**src/rtl/slurm16_interrupt_controller.sv**
```systemverilog
// Port-mapped interrupt controller for the SLURM16 CPU: edge-detects 16 sources into a
// W1C pending register, masks them with an enable register and priority-encodes onto irq.
module slurm16_interrupt_controller #(
    parameter logic [3:0]  ADDRESS_BASE = 4'h7,
    parameter int unsigned BITS         = 16
) (
    input  logic            CLK,
    input  logic            RSTb,
    input  logic [15:0]     port_address,
    input  logic [BITS-1:0] port_in,
    output logic [BITS-1:0] port_out,
    input  logic            port_rd,
    input  logic            port_wr,
    input  logic [BITS-1:0] irq_sources,
    output logic            interrupt,
    output logic [3:0]      irq
);

    localparam int unsigned IDX_W = 4;

    localparam logic [1:0] REG_ENABLE  = 2'd0;
    localparam logic [1:0] REG_PENDING = 2'd1;
    localparam logic [1:0] REG_STATUS  = 2'd2;
    localparam logic [1:0] REG_FORCE   = 2'd3;

    logic [BITS-1:0]  enable_q, enable_d;
    logic [BITS-1:0]  pending_q, pending_d;
    logic [BITS-1:0]  src_q;
    logic [BITS-1:0]  port_out_q, port_out_d;
    logic             interrupt_q, interrupt_d;
    logic [IDX_W-1:0] irq_q, irq_d;

    logic             sel;
    logic [1:0]       addr;
    logic [BITS-1:0]  set_edge, clr, force_set, req, rd_data;
    logic             unused_addr;

    assign unused_addr = ^port_address[11:2];

    // Register writes, pending update and read-data mux
    always_comb begin
        sel       = (port_address[15:12] == ADDRESS_BASE);
        addr      = port_address[1:0];
        set_edge  = irq_sources & ~src_q;
        clr       = '0;
        force_set = '0;
        enable_d  = enable_q;
        if (sel && port_wr) begin
            case (addr)
                REG_ENABLE:  enable_d  = port_in;
                REG_PENDING: clr       = port_in;
                REG_FORCE:   force_set = port_in;
                default:     ;
            endcase
        end
        // Sets are OR'd in after the clear so a same-cycle set wins
        pending_d = (pending_q & ~clr) | set_edge | force_set;

        case (addr)
            REG_ENABLE:  rd_data = enable_q;
            REG_PENDING: rd_data = pending_q;
            REG_STATUS:  rd_data = BITS'({interrupt_q, irq_q});
            default:     rd_data = '0;
        endcase
        port_out_d = (sel && port_rd) ? rd_data : port_out_q;
    end

    // Priority encoder: lowest set bit of the masked request wins
    always_comb begin
        req         = pending_q & enable_q;
        interrupt_d = |req;
        irq_d       = '0;
        for (int i = BITS - 1; i >= 0; i--) begin
            if (req[i]) irq_d = IDX_W'(i);
        end
    end

    always_ff @(posedge CLK) begin
        if (!RSTb) begin
            enable_q    <= '0;
            pending_q   <= '0;
            src_q       <= '0;
            port_out_q  <= '0;
            interrupt_q <= 1'b0;
            irq_q       <= '0;
        end else begin
            enable_q    <= enable_d;
            pending_q   <= pending_d;
            src_q       <= irq_sources;
            port_out_q  <= port_out_d;
            interrupt_q <= interrupt_d;
            irq_q       <= irq_d;
        end
    end

    assign port_out  = port_out_q;
    assign interrupt = interrupt_q;
    assign irq       = irq_q;

endmodule

```
**config.mk**
```make
export PLATFORM = sky130hd
export DESIGN_NAME = slurm16_interrupt_controller
export DESIGN_NICKNAME = d
export VERILOG_FILES = /design/src/rtl/slurm16_interrupt_controller.sv
export SDC_FILE = /design/constraint.sdc
export NUM_CORES = 1
export LEC_CHECK = 0
export BUFFER_PORTS_ARGS = -buffer_cell sky130_fd_sc_hd__clkbuf_2
export CAP_MARGIN = 15
export CORE_AREA = 2 2 85 87
export DETAILED_ROUTE_END_ITERATION = 8
export DIE_AREA = 0 0 87 89
export GPL_TIMING_DRIVEN = 1
export HOLD_SLACK_MARGIN = 0.03
export MAX_ROUTING_LAYER = met4
export PLACE_DENSITY = 0.66
export SLEW_MARGIN = 5
export SYNTH_ARGS = -nofsm -noshare
export SYNTH_HDL_FRONTEND = slang
export SYNTH_SLANG_ARGS = --single-unit
```
**constraint.sdc**
```tcl
create_clock -name CLK -period 2.03 [get_ports CLK]
set_clock_uncertainty 0.2 [all_clocks]
set_input_delay 0.3045 -clock CLK [delete_from_list [all_inputs] [get_ports CLK]]
set_output_delay 0.3045 -clock CLK [all_outputs]
set_load 0.01 [all_outputs]
```
* Word level (Yosys, flattened, before mapping)
Index checks and enable logic that the tools add are counted.
Word-level totals: register bits 69, output and inout bits 21
Cells by class: reduce and logical (&&, ||, !) cells 9, multiplexer cells 20, eq/ne operators 4, bitwise logic cells 8
Operator list (count):
- 16-bit 2-to-1 mux | 4
- 16-bit bitwise AND | 3
- 16-bit case mux with 3 select lines | 1
- 4-bit 2-to-1 mux | 8
- 16-bit NOT | 2
- 16-bit bitwise OR | 2
- 16-bit OR reduction | 1
- 3-bit 2-to-1 mux | 4
- 9-bit OR reduction | 1
- 5-bit OR reduction | 1
- 2-bit == test (second input constant) | 2
- 4-bit by 3-bit == test with 1-bit output (second input constant) | 1
- 2-bit 2-to-1 mux | 2
- 3-bit OR reduction | 1
- 2-bit by 1-bit == test with 1-bit output (second input constant) | 1
- 1-bit logical AND | 2
- 2-bit logical NOT | 1
- 2-bit AND reduction | 1
- 2-bit OR reduction | 1
- 1-bit 2-to-1 mux | 1
- 1-bit NOT | 1

* Logic depth before layout (Yosys ltp)
Gate-level depths: netlist of the first run.
depth in word-level cells 16, depth in mapped cells 6, mapped depth without buffers 4

* Worst setup path before layout of the first run
No wires, ideal clock.
path kind in2reg, start input port_address[15], end register pending_q[10], arrival 1.346 ns, setup time 0.122 ns, path slack 0.362 ns, stages on the path 6, path through and4b_2 and4b_1 buf_4 buf_6 a21oi_1 a221o_1
Between the ends: cells in the longest elaborated chain, start to end 7, elaborated cells on any way between the ends 8, those cells by class eq/ne (1); mux (2); bitwise (4); reduce/logical (1)
RTL lines:
- start, declared | RTL line 9 | input logic [15:0] port_address,
- 4-bit by 3-bit == test with 1-bit output (*) | RTL line 42 | sel = (port_address[15:12] == ADDRESS_BASE);
- 1-bit logical AND (*) | RTL line 48 | if (sel && port_wr) begin
- 16-bit 2-to-1 mux | RTL line 48
- 16-bit NOT | RTL line 57 | pending_d = (pending_q & ~clr) | set_edge | force_set;
- 16-bit bitwise AND | RTL line 57
- 16-bit bitwise OR | RTL line 57
- 16-bit bitwise OR (*) | RTL line 57
- end signal, assigned | RTL line 88 | pending_q <= pending_d;
- end, declared | RTL line 27 | logic [BITS-1:0] pending_q, pending_d;
Mark *: on every way between the ends. The rest lies on a longest branch, timed or not. A chain may end at the register's enable or synchronous reset.

* Worst setup path in the final report of the first run
start input port_address[15], end register pending_q[11]
The elaborated chain is that of the path after synthesis.

==> flow_metrics.tcl, run 1 <==
set metrics [dict create \
    wirelength_um 6510 \
    cts_num_sinks 69 \
    first_global_vias 2300 \
    area_growth_pct 27.5 \
    min_to "pending_q[9]" \
    synth_cells 316 \
    worstPathArrival_ns 1.72 \
    finalPower_mw 2.75 \
    cts_tree "done" \
    dieHeight_um 89 \
    synth_area_mm2 0.00298 \
    power_frac_comb_pct 9.1 \
    coreArea_mm2 0.00672 \
    p_int_mw 2.13 \
    syn-num-nets 368 \
    cts_root_buf "clkbuf_8" \
    status "complete, no violations" \
    wl_per_cell_um 13.3 \
    first_iter_violations 129 \
    vdd_drop_max_mv 0.308 \
    drt_first_pass_iters 4 \
    nNetsFinal 455 \
    h-tree-depth 3 \
    ys_ff_latch 69 \
    path_clk_slew_ns 0.06 \
    port_buffers 62 \
    finalSetupViolCount 0 \
    die_width_um 87 \
    syn-mean-instance-area_um2 9.44 \
    grt_use_total_pct 18.4 \
    startpoint_type "primary input" \
    cts_buffer_depth 2 \
    hold_slack_ns 0.0416 \
    synth_cell_type_count 35 \
    drive_gt1_share_pct 21.1 \
    r2r_setup_slack_ns 0.58 \
    finalNonFillerCells 488 \
    diodes 0 \
    final_common_cell "dfxtp_1" \
    tightest_slew_ns 0.787 \
    row_count 30 \
    initial_core_util_pct 44.4 \
    worst-setup-path-type "in2reg" \
    switching_power_mw 0.625 \
    crit_path_max_fanout 16 \
    fmax_mhz 606 \
    p_clk_share_pct 38.3 \
    post_drt_via_cell_ratio 5.12 \
    r2r-end "interrupt" \
    setup_tns_ns 0 \
    cts_resized 0 \
    drcViolationCount 0 \
    crit_required_ns 2.11 \
    yosysSeqAreaShare_pct 46.3 \
    grt_antenna_before_repair 0 \
    dieArea_mm2 0.00774 \
    reg2reg_from "pending_q[10]" \
    sw_frac_of_total_pct 22.7 \
    fin_crit_ns 1.65 \
    end_kind "register" \
    pwr-share-seq_pct 52.7 \
    total_leakage_power_nw 1.76 \
    period_share_pct 81.3 \
    overflow 0 \
    gp_congestion 0.755 \
    slew_viol_final 0 \
    io_pins 73 \
    placed_cells 447 \
    drv_cap 0 \
    cts_inserted_buffers 9 \
    rsz0062_at_grt "false" \
    min_path_cells 2 \
    grt_max_degree 36 \
    hp-class "in2reg" \
    finalHoldViolCount 0 \
    most-common-layout-cells "69 x dfxtp_1, 62 x clkbuf_2, 46 x nand2_1" \
    max-slew-margin-rel_pct 47.5 \
    ant_nets 0 \
    worstHoldStart "port_in[9]" \
    grt_pass1_wl_um 10600 \
    hpwl_um 4570 \
    dr_total_vias 2499 \
    reg2reg_depth 4 \
    powerDensity_mw_per_mm2 724 \
    synth_warnings 0 \
    clk_latency_ns 0.34 \
]
[worst max-delay path, cell delays in order]
cell      delay [ns]
clkbuf_2        0.08
and4b_2         0.33
nand3_1         0.11
nor2_2          0.63
a221o_1         0.27
[how the worst max path moves through the flow]
| stage | start | to | slack [ns] | depth (start not counted) |
|---|---|---|---|---|
| after detailed placement | port_address[15] | pending_q[11] | 0.02 | 5 |
| after CTS | port_address[15] | pending_q[11] | 0.36 | 5 |
| after global routing | port_address[15] | pending_q[11] | 0.29 | 5 |
| final | port_address[15] | pending_q[11] | 0.38 | 5 |
| after floorplan | port_address[15] | pending_q[10] | 0.36 | 6 |
| after global placement | port_address[15] | pending_q[9] | 0.06 | 5 |
[metal layers]
layer  up-vias  global-route usage (%)  part of all wire [%]
met5         -                       -                     0
met4         0                    6.82                  0.97
met3         8                    4.52                   4.1
met2        61                    29.2                    46
met1      1140                    22.8                    49
li1       1290                       -                     -
[layout make-up]
cell class,count,area [um^2]
sequential,69,1380
fill,629,2920
multi-input combinational,213,1450
tap,80,100
timing repair buffer,94,626
inverter,16,60.1
clock buffer,16,190
[what timing repair did]
item | in CTS | in global routing
hold buffers | 25 | 0
setup buffers | 0 | 0
hold endpoints to repair | 25 | 0
[state kept, by name, indices dropped and copies added (netlist names)]
register   count
port_out      16
interrupt      1
irq            4
pending_q     16
src_q         16
enable_q      16
[synthesized netlist by cell type]
master / count / share of area (%)
and4b_1: 1 / 0.34
nand4_1: 2 / 0.42
nor3b_1: 1 / 0.25
or3_1: 11 / 2.3
o31a_1: 1 / 0.29
and2_1: 17 / 3.6
nand3_2: 1 / 0.34
nand2_1: 46 / 5.8
a21boi_1: 1 / 0.25
a32o_1: 1 / 0.34
o211a_1: 5 / 1.7
o211ai_1: 5 / 1.3
nor2b_1: 18 / 3.8
o21ai_0: 1 / 0.17
a22oi_1: 3 / 0.76
o2111a_1: 1 / 0.38
nor2_1: 4 / 0.50
a21oi_1: 19 / 3.2
buf_4: 4 / 1.0
buf_6: 1 / 0.38
nand3_1: 4 / 0.67
buf_2: 4 / 0.67
dfxtp_1: 69 / 46
nor2_2: 1 / 0.21
a22o_1: 5 / 1.5
inv_1: 16 / 2.0
clkbuf_1: 9 / 1.1
a31oi_1: 3 / 0.63
and4b_2: 1 / 0.38
o31ai_1: 1 / 0.25
a21boi_0: 10 / 2.5
a32oi_1: 1 / 0.29
a21bo_2: 1 / 0.34
mux2i_1: 32 / 11
a221o_1: 16 / 5.4
[stage by stage]
step	setup WS (ns)	utilization, %	area [um^2]
2_1_floorplan	0.362	-	2980
3_3_place_gp	0.0562	50.0	3360
3_5_place_dp	0.0221	50.0	3360
4_1_cts	0.364	56.6	3800
5_1_grt	0.290	56.6	3800
6_report	0.380	56.6	3800
[kinds of logic (layout without fill, tap and decap cells)]
kind of cell | Yosys count | after routing | share of synthesized area [%]
mux | 32 | 32 | 10.7
simple gates | 107 | 107 | 18.5
buf+inv | 34 | 126 | 5.20
flops | 69 | 69 | 46.3
compound gates | 74 | 74 | 19.2
[power by group through the flow]
stage,sequential (mW),clock (mW),combinational [mW]
final,1.45,1.05,0.250
after global routing,1.46,1.14,0.277
after CTS,1.45,1.08,0.250
after detailed placement,1.48,0,0.212
after global placement,1.48,0,0.207
after floorplan,1.47,0,0.133
(Power assumes the default switching activity.)
==> run 2: changes to the inputs <==
--- a/config.mk
+++ b/config.mk
@@ -13,7 +13,7 @@
 export GPL_TIMING_DRIVEN = 1
 export HOLD_SLACK_MARGIN = 0.03
 export MAX_ROUTING_LAYER = met4
-export PLACE_DENSITY = 0.66
+export PLACE_DENSITY = 0.68
 export SLEW_MARGIN = 5
 export SYNTH_ARGS = -nofsm -noshare
 export SYNTH_HDL_FRONTEND = slang
==> constraint.sdc (replaced) <==
create_clock -name CLK -period 1.4 [get_ports CLK]
set_clock_uncertainty 0.2 [all_clocks]
set_input_delay 0.21 -clock CLK [delete_from_list [all_inputs] [get_ports CLK]]
set_output_delay 0.21 -clock CLK [all_outputs]
set_load 0.01 [all_outputs]
==> run 2 against run 1 <==
The flow now finishes with violations (setup timing). Wire length increased by 6.8%. Count of clock-buffer cells in the layout decreased by 1. Sequential power increased by 44%. Hold slack improved by 0.0021 ns. Clock power increased by 51%. Via count increased by 6.2%. Power increased by 50%. Register-to-register slack got worse by 0.59 ns. Critical path type is now reg2reg. Highest routed layer unchanged.
==> flow_metrics.tcl, run 2 (synthesized netlist as in run 1, its figures left out) <==
set metrics [dict create \
    status "finished, violations left" \
    failed_checks "setup timing" \
    wl_per_cell_um 13.4 \
    diodes 0 \
    cts_root_buf "clkbuf_8" \
    fin_util_pct 61.4 \
    first_global_vias 2569 \
    critPathMaxStageDelay_ns 0.34 \
    drcViolationCount 0 \
    wirelength_um 6950 \
    finalHoldViolCount 0 \
    first_iter_violations 123 \
    hpwl_um 4900 \
    most-common-layout-cells "63 x dfxtp_1, 62 x clkbuf_2, 45 x nand2_1" \
    cts_tree "done" \
    tightest_slew_ns 0.465 \
    min_path_cells 3 \
    end_kind "register" \
    r2r-end "irq[3]" \
    cts_num_sinks 69 \
    reg2reg_depth 4 \
    crit_path_max_fanout 4 \
    crit_path_top_delay_cell "dfxtp_1" \
    grt_use_total_pct 19.9 \
    die_width_um 87 \
    worstPathArrival_ns 1.45 \
    min_to "enable_q[0]" \
    crit_required_ns 1.44 \
    hp-class "in2reg" \
    startpoint_type "register" \
    port_buffers 62 \
    drive_gt1_share_pct 28.0 \
    row_count 30 \
    r2r_setup_slack_ns -0.01 \
    dieHeight_um 89 \
    final_common_cell "dfxtp_1" \
    hold_slack_ns 0.0437 \
    rsz0062_at_grt "true" \
    nNetsFinal 487 \
    grt_antenna_before_repair 0 \
    critPathTopFamily "simple AND/OR/NAND/NOR gates" \
    post_drt_via_cell_ratio 5.12 \
    period_share_pct 101 \
    dieArea_mm2 0.00774 \
    crit_buf_inv 0 \
    clk_latency_ns 0.35 \
    powerDensity_mw_per_mm2 998 \
    fmax_mhz 708 \
    area_growth_pct 38.4 \
    vdd_drop_max_mv 0.441 \
    reg2reg_from "pending_q[5]" \
    h-tree-depth 3 \
    cp-startpoint "pending_q[5]" \
    io_pins 73 \
    drv_cap 0 \
    max-slew-margin-rel_pct 68.9 \
    fin_crit_ns 1.41 \
    finalPower_mw 4.12 \
    path_cells "a22o_1 > nor2_2 > nand2_1 > nor3b_1" \
    cts_buffer_depth 2 \
    drt_first_pass_iters 4 \
    overflow 0 \
    gp_congestion 0.806 \
    worst-setup-path-type "reg2reg" \
    grt_max_degree 41 \
    cts_inserted_buffers 9 \
    finalSetupViolCount 1 \
    ant_nets 0 \
    total_leakage_power_nw 1.94 \
    slew_viol_final 0 \
    path_clk_slew_ns 0.07 \
    grt_pass1_wl_um 11500 \
    dr_total_vias 2655 \
    coreArea_mm2 0.00672 \
    worstHoldStart "RSTb" \
    setup_slack_ns -0.0121 \
    initial_core_util_pct 44.4 \
]
run 2: changes by cell type in the layout (fill, tap and decap cells not counted), moves of 2 or more:
cell and delta:
a22oi_1 -2, a22oi_2 +2, buf_12 +2, buf_4 +23, clkbuf_1 -2, dfxtp_1 -6
dfxtp_2 +4, dfxtp_4 +2, dlygate4sd3_1 +7, nor2_1 -2
run 2: how the worst max path moves through the flow:
stage	endpoint	slack (ns)	cells after the start
finish	irq[3]	-0.01	4
global route	interrupt	-0.03	4
CTS	interrupt	-0.007	4
detailed placement	pending_q[6]	-0.51	5
global placement	pending_q[10]	-0.47	5
floorplan	pending_q[10]	-0.16	6
run 2: tightest hold or removal path: stages:
cell and delay, ns:
clkbuf_2 0.12, buf_4 0.11, nor2b_1 0.11
run 2: layer usage:
layer / vias up / part of all wire (%) / track usage, %
li1: 1364 / - / -
met1: 1217 / 48 / 24.3
met2: 63 / 47 / 31.0
met3: 11 / 4.0 / 5.72
met4: 0 / 1.9 / 7.95
met5: - / 0 / -
run 2: report_power, final:
part           internal (mW)  switching [mW]
Clock                  0.878           0.708
Combinational          0.253           0.187
Sequential              2.04          0.0534
run 2: what timing repair did:
action	CTS	global route
hold endpoints to repair	48	0
buffers inserted	2	0
pin swaps	4	6
gates resized for setup	6	9
hold buffers	32	0
setup endpoints to repair	19	16
gates cloned	0	0
run 2: through the flow:
stage / cells / area (um^2) / TNS, ns / setup WS [ns]
2_1_floorplan: 316 / 2990 / -2.96 / -0.161
3_3_place_gp: 470 / 3560 / -11.60 / -0.471
3_5_place_dp: 470 / 3560 / -12.66 / -0.511
4_1_cts: 519 / 4110 / -0.00747 / -0.00747
5_1_grt: 519 / 4130 / -0.0702 / -0.0338
6_report: 519 / 4130 / -0.0121 / -0.0121
run 2: cell type report:
type	count	area, um^2
Fill cell	574	2590
Multi-Input combinational cell	213	1470
Sequential cell	69	1390
Timing Repair Buffer	126	908
Clock buffer	15	196
Tap cell	80	100
Inverter	16	60.1
